===== config.mk =====
export PLATFORM = sky130hd
export DESIGN_NAME = mem_port_arbiter_flat
export DESIGN_NICKNAME = d
export VERILOG_FILES = /design/src/rtl/mem_port_arbiter_pkg.sv /design/src/rtl/mem_port_arbiter_if.sv /design/src/rtl/mem_arb_pick.sv /design/src/rtl/mem_port_arbiter.sv /design/src/flat_wrapper.sv
export SDC_FILE = /design/constraint.sdc
export NUM_CORES = 1
export LEC_CHECK = 0
export BUFFER_PORTS_ARGS = -buffer_cell sky130_fd_sc_hd__buf_2
export CORE_ASPECT_RATIO = 1.75
export CORE_UTILIZATION = 43
export CTS_CLUSTER_DIAMETER = 150
export CTS_CLUSTER_SIZE = 16
export DETAILED_ROUTE_END_ITERATION = 10
export PLACE_DENSITY_LB_ADDON = 0.3
export SLEW_MARGIN = 25
export SYNTH_ARGS = -nofsm -noshare
export SYNTH_HDL_FRONTEND = slang
export SYNTH_SLANG_ARGS = --single-unit

===== constraint.sdc =====
create_clock -name i_clk -period 1.7 [get_ports i_clk]
set_input_delay 0.34 -clock i_clk [delete_from_list [all_inputs] [get_ports i_clk]]
set_output_delay 0.34 -clock i_clk [all_outputs]
set_load 0.02 [all_outputs]

===== src/rtl/mem_port_arbiter_pkg.sv =====
// ---------------------------------------------------------------------------
// mem_port_arbiter_pkg
// Shared definitions for the unified-memory port arbiter: FSM state
// encoding, requester owner ids and fixed field widths.
// No ports (package).
// ---------------------------------------------------------------------------
package mem_port_arbiter_pkg;

    typedef enum logic [1:0] {
        ST_IDLE = 2'd0,
        ST_BUSY = 2'd1,
        ST_ACK  = 2'd2
    } state_t;

    // Requester identities, also used as the last-grant encoding.
    localparam logic OWN_IF = 1'b0;
    localparam logic OWN_D  = 1'b1;

    localparam int MASK_W = 4;

    // Wide enough for the largest legal command latency (15).
    localparam int CNT_W = 4;

endpackage


===== src/rtl/mem_port_arbiter_if.sv =====
// ---------------------------------------------------------------------------
// mem_port_arbiter_if
// Bundles the fetch requester, data requester and memory command signals
// shared between the arbiter and its surroundings.
//   slave  modport : arbiter view (requests/mem rdata in, acks/commands out)
//   master modport : environment view (core requesters and memory model)
// Parameters: XLEN data width, ADDR_W byte-address width.
// ---------------------------------------------------------------------------
interface mem_port_arbiter_if
    import mem_port_arbiter_pkg::*;
#(
    parameter int XLEN   = 32,
    parameter int ADDR_W = 32
);
    // Fetch requester
    logic              i_if_req;
    logic [ADDR_W-1:0] i_if_addr;
    logic              o_if_ack;
    logic [XLEN-1:0]   o_if_rdata;
    // Data requester
    logic              i_d_ren;
    logic              i_d_wen;
    logic [ADDR_W-1:0] i_d_addr;
    logic [XLEN-1:0]   i_d_wdata;
    logic [MASK_W-1:0] i_d_mask;
    logic              o_d_ack;
    logic [XLEN-1:0]   o_d_rdata;
    // Memory command port
    logic              o_mem_ren;
    logic              o_mem_wen;
    logic [ADDR_W-1:0] o_mem_addr;
    logic [XLEN-1:0]   o_mem_wdata;
    logic [MASK_W-1:0] o_mem_mask;
    logic [XLEN-1:0]   i_mem_rdata;

    modport slave (
        input  i_if_req, i_if_addr, i_d_ren, i_d_wen, i_d_addr, i_d_wdata,
               i_d_mask, i_mem_rdata,
        output o_if_ack, o_if_rdata, o_d_ack, o_d_rdata, o_mem_ren,
               o_mem_wen, o_mem_addr, o_mem_wdata, o_mem_mask
    );

    modport master (
        output i_if_req, i_if_addr, i_d_ren, i_d_wen, i_d_addr, i_d_wdata,
               i_d_mask, i_mem_rdata,
        input  o_if_ack, o_if_rdata, o_d_ack, o_d_rdata, o_mem_ren,
               o_mem_wen, o_mem_addr, o_mem_wdata, o_mem_mask
    );

endinterface


===== src/rtl/mem_arb_pick.sv =====
// ---------------------------------------------------------------------------
// mem_arb_pick
// Combinational winner selection between the fetch and data requesters.
//   if_req_i     : fetch request pending
//   d_req_i      : data (load or store) request pending
//   last_grant_i : owner of the previous grant (used only in fair mode)
//   winner_o     : OWN_IF or OWN_D
// Macro MEM_ARB_FAIR_EN: when defined, contention goes to the requester that
// did not win last time; otherwise data always beats fetch.
// ---------------------------------------------------------------------------
module mem_arb_pick
    import mem_port_arbiter_pkg::*;
(
    input  logic if_req_i,
    input  logic d_req_i,
    input  logic last_grant_i,
    output logic winner_o
);

`ifndef MEM_ARB_FAIR_EN
    // Fixed priority ignores history; keep the port without a dangling load.
    logic unused_last_grant_s;
    assign unused_last_grant_s = last_grant_i;
`endif

    // Winner selection; a lone requester always wins.
    always_comb begin
        winner_o = OWN_IF;
        if (d_req_i && if_req_i) begin
`ifdef MEM_ARB_FAIR_EN
            if (last_grant_i == OWN_D) begin
                winner_o = OWN_IF;
            end else begin
                winner_o = OWN_D;
            end
`else
            winner_o = OWN_D;
`endif
        end else if (d_req_i) begin
            winner_o = OWN_D;
        end else begin
            winner_o = OWN_IF;
        end
    end

endmodule


===== src/rtl/mem_port_arbiter.sv =====
// ---------------------------------------------------------------------------
// mem_port_arbiter
// Shares one single-ported memory between instruction fetch and data
// load/store. A level-held request is granted in IDLE, turned into one
// memory command held for MEM_LATENCY cycles, then acknowledged with a
// one-cycle ack carrying the registered read data.
//   i_clk   : clock, rising edge
//   i_rst_n : asynchronous active-low reset (aborts any command in flight)
//   bus     : mem_port_arbiter_if.slave (requesters + memory command port)
// Parameters: XLEN, ADDR_W, MEM_LATENCY (1..15).
// Macro MEM_ARB_FAIR_EN enables alternating grants under contention.
// ---------------------------------------------------------------------------
module mem_port_arbiter
    import mem_port_arbiter_pkg::*;
#(
    parameter int XLEN        = 32,
    parameter int ADDR_W      = 32,
    parameter int MEM_LATENCY = 2
) (
    input logic               i_clk,
    input logic               i_rst_n,
    mem_port_arbiter_if.slave bus
);

    localparam logic [CNT_W-1:0] LAT_C   = CNT_W'(MEM_LATENCY);
    localparam logic [CNT_W-1:0] CNT_ONE = CNT_W'(1);

    state_t            state_q;
    logic [CNT_W-1:0]  cnt_q;
    logic              owner_q;
    logic              mem_ren_q;
    logic              mem_wen_q;
    logic [ADDR_W-1:0] mem_addr_q;
    logic [XLEN-1:0]   mem_wdata_q;
    logic [MASK_W-1:0] mem_mask_q;
    logic              if_ack_q;
    logic              d_ack_q;
    logic [XLEN-1:0]   if_rdata_q;
    logic [XLEN-1:0]   d_rdata_q;

    logic d_req_s;
    logic winner_s;
    logic last_grant_s;

    assign d_req_s = bus.i_d_ren | bus.i_d_wen;

`ifdef MEM_ARB_FAIR_EN
    logic last_grant_q;
    assign last_grant_s = last_grant_q;
`else
    assign last_grant_s = OWN_IF;
`endif

    mem_arb_pick u_pick (
        .if_req_i     (bus.i_if_req),
        .d_req_i      (d_req_s),
        .last_grant_i (last_grant_s),
        .winner_o     (winner_s)
    );

    // Arbiter FSM: grant, command hold/countdown, ack pulse.
    always_ff @(posedge i_clk or negedge i_rst_n) begin
        if (!i_rst_n) begin
            state_q     <= ST_IDLE;
            cnt_q       <= '0;
            owner_q     <= OWN_IF;
            mem_ren_q   <= 1'b0;
            mem_wen_q   <= 1'b0;
            mem_addr_q  <= '0;
            mem_wdata_q <= '0;
            mem_mask_q  <= '0;
            if_ack_q    <= 1'b0;
            d_ack_q     <= 1'b0;
            if_rdata_q  <= '0;
            d_rdata_q   <= '0;
`ifdef MEM_ARB_FAIR_EN
            last_grant_q <= OWN_IF;
`endif
        end else begin
            case (state_q)
                ST_IDLE: begin
                    if (bus.i_if_req || d_req_s) begin
                        state_q <= ST_BUSY;
                        cnt_q   <= LAT_C;
                        owner_q <= winner_s;
`ifdef MEM_ARB_FAIR_EN
                        last_grant_q <= winner_s;
`endif
                        if (winner_s == OWN_D) begin
                            // Store wins when both ren and wen are high.
                            mem_ren_q   <= ~bus.i_d_wen;
                            mem_wen_q   <= bus.i_d_wen;
                            mem_addr_q  <= bus.i_d_addr;
                            mem_wdata_q <= bus.i_d_wdata;
                            mem_mask_q  <= bus.i_d_mask;
                        end else begin
                            mem_ren_q   <= 1'b1;
                            mem_wen_q   <= 1'b0;
                            mem_addr_q  <= bus.i_if_addr;
                            mem_wdata_q <= '0;
                            mem_mask_q  <= '0;
                        end
                    end else begin
                        state_q <= ST_IDLE;
                    end
                end
                ST_BUSY: begin
                    cnt_q <= cnt_q - CNT_ONE;
                    if (cnt_q == CNT_ONE) begin
                        // Last command cycle: memory data is valid now.
                        state_q     <= ST_ACK;
                        mem_ren_q   <= 1'b0;
                        mem_wen_q   <= 1'b0;
                        mem_addr_q  <= '0;
                        mem_wdata_q <= '0;
                        mem_mask_q  <= '0;
                        if (owner_q == OWN_D) begin
                            d_ack_q   <= 1'b1;
                            d_rdata_q <= mem_ren_q ? bus.i_mem_rdata : '0;
                        end else begin
                            if_ack_q   <= 1'b1;
                            if_rdata_q <= bus.i_mem_rdata;
                        end
                    end else begin
                        state_q <= ST_BUSY;
                    end
                end
                ST_ACK: begin
                    state_q    <= ST_IDLE;
                    if_ack_q   <= 1'b0;
                    d_ack_q    <= 1'b0;
                    if_rdata_q <= '0;
                    d_rdata_q  <= '0;
                end
                default: begin
                    state_q     <= ST_IDLE;
                    cnt_q       <= '0;
                    mem_ren_q   <= 1'b0;
                    mem_wen_q   <= 1'b0;
                    mem_addr_q  <= '0;
                    mem_wdata_q <= '0;
                    mem_mask_q  <= '0;
                    if_ack_q    <= 1'b0;
                    d_ack_q     <= 1'b0;
                    if_rdata_q  <= '0;
                    d_rdata_q   <= '0;
                end
            endcase
        end
    end

    assign bus.o_mem_ren   = mem_ren_q;
    assign bus.o_mem_wen   = mem_wen_q;
    assign bus.o_mem_addr  = mem_addr_q;
    assign bus.o_mem_wdata = mem_wdata_q;
    assign bus.o_mem_mask  = mem_mask_q;
    assign bus.o_if_ack    = if_ack_q;
    assign bus.o_if_rdata  = if_rdata_q;
    assign bus.o_d_ack     = d_ack_q;
    assign bus.o_d_rdata   = d_rdata_q;

endmodule


===== src/flat_wrapper.sv =====
// flat-port wrapper written by rule: the top's interface ports become plain ports
module mem_port_arbiter_flat import mem_port_arbiter_pkg::*;
#(
    parameter int XLEN        = 32,
    parameter int ADDR_W      = 32,
    parameter int MEM_LATENCY = 2
)
  (i_clk, i_rst_n, bus_i_if_req, bus_i_if_addr, bus_i_d_ren, bus_i_d_wen, bus_i_d_addr, bus_i_d_wdata, bus_i_d_mask, bus_i_mem_rdata, bus_o_if_ack, bus_o_if_rdata, bus_o_d_ack, bus_o_d_rdata, bus_o_mem_ren, bus_o_mem_wen, bus_o_mem_addr, bus_o_mem_wdata, bus_o_mem_mask);
  mem_port_arbiter_if #(.XLEN(XLEN), .ADDR_W(ADDR_W)) bus_i ();
  input logic i_clk;
  input logic i_rst_n;
  input wire logic [$bits(bus_i.i_if_req)-1:0] bus_i_if_req;
  input wire logic [$bits(bus_i.i_if_addr)-1:0] bus_i_if_addr;
  input wire logic [$bits(bus_i.i_d_ren)-1:0] bus_i_d_ren;
  input wire logic [$bits(bus_i.i_d_wen)-1:0] bus_i_d_wen;
  input wire logic [$bits(bus_i.i_d_addr)-1:0] bus_i_d_addr;
  input wire logic [$bits(bus_i.i_d_wdata)-1:0] bus_i_d_wdata;
  input wire logic [$bits(bus_i.i_d_mask)-1:0] bus_i_d_mask;
  input wire logic [$bits(bus_i.i_mem_rdata)-1:0] bus_i_mem_rdata;
  output wire logic [$bits(bus_i.o_if_ack)-1:0] bus_o_if_ack;
  output wire logic [$bits(bus_i.o_if_rdata)-1:0] bus_o_if_rdata;
  output wire logic [$bits(bus_i.o_d_ack)-1:0] bus_o_d_ack;
  output wire logic [$bits(bus_i.o_d_rdata)-1:0] bus_o_d_rdata;
  output wire logic [$bits(bus_i.o_mem_ren)-1:0] bus_o_mem_ren;
  output wire logic [$bits(bus_i.o_mem_wen)-1:0] bus_o_mem_wen;
  output wire logic [$bits(bus_i.o_mem_addr)-1:0] bus_o_mem_addr;
  output wire logic [$bits(bus_i.o_mem_wdata)-1:0] bus_o_mem_wdata;
  output wire logic [$bits(bus_i.o_mem_mask)-1:0] bus_o_mem_mask;
  assign bus_i.i_if_req = bus_i_if_req;
  assign bus_i.i_if_addr = bus_i_if_addr;
  assign bus_i.i_d_ren = bus_i_d_ren;
  assign bus_i.i_d_wen = bus_i_d_wen;
  assign bus_i.i_d_addr = bus_i_d_addr;
  assign bus_i.i_d_wdata = bus_i_d_wdata;
  assign bus_i.i_d_mask = bus_i_d_mask;
  assign bus_i.i_mem_rdata = bus_i_mem_rdata;
  assign bus_o_if_ack = bus_i.o_if_ack;
  assign bus_o_if_rdata = bus_i.o_if_rdata;
  assign bus_o_d_ack = bus_i.o_d_ack;
  assign bus_o_d_rdata = bus_i.o_d_rdata;
  assign bus_o_mem_ren = bus_i.o_mem_ren;
  assign bus_o_mem_wen = bus_i.o_mem_wen;
  assign bus_o_mem_addr = bus_i.o_mem_addr;
  assign bus_o_mem_wdata = bus_i.o_mem_wdata;
  assign bus_o_mem_mask = bus_i.o_mem_mask;
  mem_port_arbiter #(.XLEN(XLEN), .ADDR_W(ADDR_W), .MEM_LATENCY(MEM_LATENCY)) u_core (.i_clk(i_clk), .i_rst_n(i_rst_n), .bus(bus_i));
endmodule

Word level (Yosys, flattened, before mapping):

Index checks and enable logic that the tools add are counted.

* bits in read-only memories: 0
* register bits: 143
* memories: 0
* output and inout bits: 136
* bits of input ports: 137
* logic and storage cells: 70
* memory bits (writable): 0
* latch bits: 0

* $add $sub $neg: 1
* reduce and logical (&&, ||, !) cells: 8
* div/mod/pow operators: 0
* shift operators: 0
* bitwise gates (word level): 4
* multiply operators: 0
* magnitude comparators: 0
* mux-type cells: 38
* equal/unequal tests: 7

Operator list (count)
* $mux 32: 10
* $pmux 32 s3: 2
* $pmux 32 s2: 2
* $pmux 4 s3: 2
* $mux 4: 4
* $mux 1: 12
* $reduce_and 3->1: 3
* $ne 2x1->1 const B: 3
* $pmux 1 s3: 2
* $eq 4x1->1 const B: 1
* $pmux 1 s2: 2
* $pmux 2 s2: 1
* $reduce_and 2->1: 2
* $sub 4x1->4 const B: 1
* $not 1->1: 3
* $eq 2x1->1 const B: 1
* $eq 2x2->1 const B: 1
* $logic_not 2->1: 1
* $mux 2: 1
* $ne 2x2->1 const B: 1
* $logic_and 1x1->1: 1
* $logic_or 1x1->1: 1
* $or 1x1->1: 1

Depth between registers and ports, before layout:

* depth after elaboration: 6
* gate-level depth with buffers: 7
* depth with buffers taken out: 5

Cells and area by module:

From an unflattened synthesis, not the netlist that was laid out.

* cells, all modules: 573
* area total of the unflattened synthesis: 6402.4 um2

Modules (own cells, without submodules)
* mem_port_arbiter: area each 6398.6 um2, times used 1, seq. area each 3578.4 um2, cells each 572
* mem_arb_pick: area each 3.8 um2, times used 1, seq. area each 0.0 um2, cells each 1

Least setup slack after synthesis:

Ideal clock, no wire load.

* path type: register -> register
* from: register u_core.cnt_q[1]
* to: register u_core.d_rdata_q[0] (netlist: u_core.bus.o_d_rdata[0])
* data required time: 1.572 ns
* cell stages (with the launch flop): 8
* setup slack: 0.090 ns
* library setup time: 0.128 ns
* arrival time: 1.482 ns
* clock period less this slack: 1.610 ns
* path buffers: 2
* cells stage by stage: dfrtp_1 inv_1 ha_1 nor4bb_1 buf_2 and2_1 clkbuf_2 o21ai_0

* longest elaborated chain between the ends: 3

RTL lines
* from (decl): RTL line mem_port_arbiter.sv:29 `logic [CNT_W-1:0] cnt_q;`
* from (signal assigned): RTL line mem_port_arbiter.sv:108 `cnt_q <= cnt_q - CNT_ONE;`
* $eq 4x1->1: RTL line mem_port_arbiter.sv:109 `if (cnt_q == CNT_ONE) begin`
* $ne 2x1->1 (no line)
* $reduce_and 3->1 (no line)
* to (signal assigned): RTL line mem_port_arbiter.sv:119 `d_rdata_q <= mem_ren_q ? bus.i_mem_rdata : '0;`
* to (decl): RTL line mem_port_arbiter.sv:39 `logic [XLEN-1:0] d_rdata_q;`

Every way passes these cells.
A chain may end at the register's enable or synchronous reset.

Worst setup path in the final report:

* from: register u_core.state_q[0]
* to: register u_core.d_rdata_q[27] (netlist: u_core.bus.o_d_rdata[27])

* longest elaborated chain between the ends: 3
* elaborated cells between the ends (all ways): 7
* classes of those cells: eq/ne (3); mux (1); bitwise (1); reduce/logical (2)

RTL lines
* from (decl): RTL line mem_port_arbiter.sv:28 `state_t state_q;`
* from (signal assigned): RTL line mem_port_arbiter.sv:64 `state_q <= ST_IDLE;`
* from (signal assigned): RTL line mem_port_arbiter.sv:83 `state_q <= ST_BUSY;`
* from (signal assigned): RTL line mem_port_arbiter.sv:104 `state_q <= ST_IDLE;`
* $eq 2x1->1 / $logic_not 2->1 (equally long branches): RTL line mem_port_arbiter.sv:80 `case (state_q)`
* $ne 2x1->1 (no line) / $not 1->1 (equally long branches)
* $reduce_and 3->1 (no line)

Several ways; a longest one is shown, not always the timed one.

==> impl_metrics.ini <==
[run_status]
status = finished clean

[logic_synthesis]
syn_inst = 582
ys_ff_latch = 143
syn_avg_cell_area_um2 = 11.1
synthArstFlopShare_pct = 100
ys.warnings.count = 0
yosysUniqueCellTypes = 39
seq_area_frac_synth_pct = 55.5
synth_top_area_share_pct = 55.5
synth.net_count = 721
synth_top_area_cell = dfrtp_1
synth_ff_type = dfrtp_1
synth.cell_area_um2 = 6450
synth_area_leaders = dfrtp_1 55%, o21ai_0 7.4%, mux2i_1 5.3%
synth-edff-count = 0

[die]
num_rows = 58
dieWidth_um = 94.6
initial_core_util_pct = 44.4
die_area_um2 = 15500
pin_count = 273
core_um2 = 14500
die_h_um = 164

[routing]
wl_per_cell_um = 18.5
vias_per_cell = 5.74
wl_met2_um = 10300
highest-signal-layer = met4
met3_length_um = 1030
met1_length_um = 7180
route.detailed.drc = 0
dr.pass1.iters = 4
vias = 5947
ant_nets = 0
drt_iter0_drc = 320
wirelength_um = 19200

[worst_setup_path]
cp-start-kind = flip-flop
crit_arrival_ns = 2.02
r2r-end = u_core.bus.o_d_rdata[27]
rrSetupSlack_ns = 0.006
cp_max_fo = 21
endpoint_kind = flip-flop
r2r_cells = 5
r2r-start = u_core.state_q[0]
criticalPathCategory = flip-flop to flip-flop
cp_data_required_time_ns = 2.03

[clock_tree]
cts_num_sinks = 143
htree_levels = 4
cts_buffers = 17
clk_latency_ns = 0.41
cts_root_buffer = clkbuf_16
tritoncts = done
cts_max_path_buffers = 2
clk_pin_slew_ns = 0.06

[placed_design]
placed_area_um2 = 8150
io_buffers = 272
hpwlAfterDp_um = 13200
pre_cts_slack_ns = -0.0216
gp_congestion = 0.813

[pwr]
swShare_pct = 41.1
p_per_area_nw_per_um2 = 1870
seqPwrFrac_pct = 33.7
p_switching_mw = 6.78
p_int_mw = 9.71
leakage_nw = 4.34
p_comb_share_pct = 43.8
ir_drop_uv = 893
clockPowerShare_pct = 22.5

[global_routing]
grt_usage_pct = 24.9
antenna_found_initial = 1
grt_pass1_vias = 6075
grt_pass1_wl_um = 30100
gr-total-overflow = 0
grt_max_degree = 68

[final_layout]
drive_above_1_share_pct = 41.3
finalNetCount = 982
fill_cells = 1261
regArea_um2 = 3580
syn_to_final_growth_pct = 36.9
postLayoutCoreUtil_pct = 60.9
fin_area_um2 = 8830
multiInputGateArea_um2 = 2620

[sta]
rsz0062_at_grt = yes
hold_viol = 0
setup_tns_ns = 0
fmax_ghz = 0.590
finalWorstSetupSlack_ns = 0.00613
period_needed_ns = 1.69
clock_skew_ns = 0.00713
period_share_pct = 99.6
relSlewSlack_pct = 59.3
setup_violations = 0
drv_slew = 0
tightest_slew_ns = 0.611

[hold_path]
hold_path.startpoint = bus_i_d_wdata[13]
min_to = u_core.bus.o_mem_wdata[13]
hold_path.class = input port to flip-flop
min_path_cells = 2

[job]
maxCapViolCount = 0
## per-stage QoR
stage / hold WS, ns / power (mW) / cells
final: 0.151 / 16.5 / 1036
after global routing: 0.131 / 17.4 / 1036
after CTS: 0.132 / 16.5 / 1031
after detailed placement: 0.311 / 12.6 / 998
after global placement: 0.304 / 12.4 / 998
after floorplan: 0.0444 / 9.92 / 582
## cell usage in the layout, fill, tap and decap left out, types with 2 or more instances in the layout
cell type	count
buf_2	272
dfrtp_1	140
o21ai_0	93
a22o_1	36
a21oi_1	36
nand2b_1	35
mux2i_1	33
o2111ai_1	32
nand4_1	31
nand4b_1	31
buf_4	20
clkbuf_16	17
buf_12	10
inv_1	5
o21ai_1	5
nor2_1	4
nand2_1	4
clkinvlp_4	4
inv_6	3
buf_6	3
dfrtp_2	3
nand3b_1	2
and2_1	2
or3_1	2
clkbuf_8	2
clkinv_2	2
bufinv_16	2
## synth_stat cells (2+ instances only)
library cell	n
a21oi_1	36
a22o_1	36
and2_1	2
buf_2	16
buf_6	3
clkbuf_1	44
clkbuf_2	3
dfrtp_1	143
ha_1	2
inv_1	5
mux2i_1	34
nand2_1	4
nand2b_1	35
nand3b_1	2
nand4_1	31
nand4b_1	31
nor2_1	4
nor2_2	2
o2111ai_1	32
o21ai_0	95
o21ai_1	3
or3_1	2
## cell families after synthesis
group	count (synthesis)	share of synthesized area, %
flops	143	55.5
compound gates	209	20.7
buf+inv	71	4.85
mux	34	5.28
fa+ha+maj	2	0.388
simple gates	123	13.3
## layer usage
| metal | global-route usage, % | up-vias |
|---|---|---|
| met5 | 0 | - |
| met4 | 12.1 | 0 |
| met3 | 5.74 | 49 |
| met2 | 42.9 | 239 |
| met1 | 28.7 | 2924 |
| li1 | - | 2735 |
## flip-flops by register name, indices dropped and copies added (netlist names), 2 cells and up
name	cells
u_core.cnt_q	4
u_core.bus.o_d_rdata	32
u_core.bus.o_mem_mask	4
u_core.bus.o_if_rdata	32
u_core.bus.o_mem_addr	32
u_core.state_q	2
u_core.bus.o_mem_wdata	32
## power by group through the flow
stage	combinational [mW]	clock, mW	sequential (mW)
after CTS	7.17	3.79	5.55
final	7.22	3.70	5.56
after detailed placement	7.05	0	5.57
after global routing	7.80	3.92	5.69
after global placement	6.87	0	5.54
after floorplan	2.99	0	6.93
## worst max-delay path, cell delays in order, from the launching register on
cell	delay, ns
dfrtp_2	0.43
buf_12	0.19
nor4bb_4	0.36
and2_1	0.19
buf_4	0.20
mux2i_2	0.24
## worst max-delay path by stage
stage                                           end  depth (start not counted)  slack (ns)              start
after floorplan             u_core.bus.o_d_rdata[0]                          7        0.09    u_core.cnt_q[1]
after global placement     u_core.bus.o_d_rdata[22]                          6        0.07    u_core.cnt_q[1]
after detailed placement   u_core.bus.o_d_rdata[17]                          6       -0.02    u_core.cnt_q[1]
after CTS                 u_core.bus.o_if_rdata[20]                          6        0.04    u_core.cnt_q[1]
after global routing       u_core.bus.o_d_rdata[27]                          6       -0.06    u_core.cnt_q[1]
final                      u_core.bus.o_d_rdata[27]                          5       0.006  u_core.state_q[0]
## area by class of cell
cell class                 instances  area share [%]
inverter                           5           0.212
clock buffer                      19            5.13
tap                              180            2.55
timing repair buffer             308            20.4
clock inverter                    12            1.53
antenna                            1          0.0283
multi-input combinational        368            29.6
sequential                       143            40.5
## timing repair
item	4_1_cts	5_1_grt
cloned	1	1
endpoints found under the hold margin	41	0
pin swaps	1	0
setup endpoints to repair	22	75
buffers inserted	0	4
hold buffers	1	0
resized for setup	1	8
(Power assumes the default switching activity.)
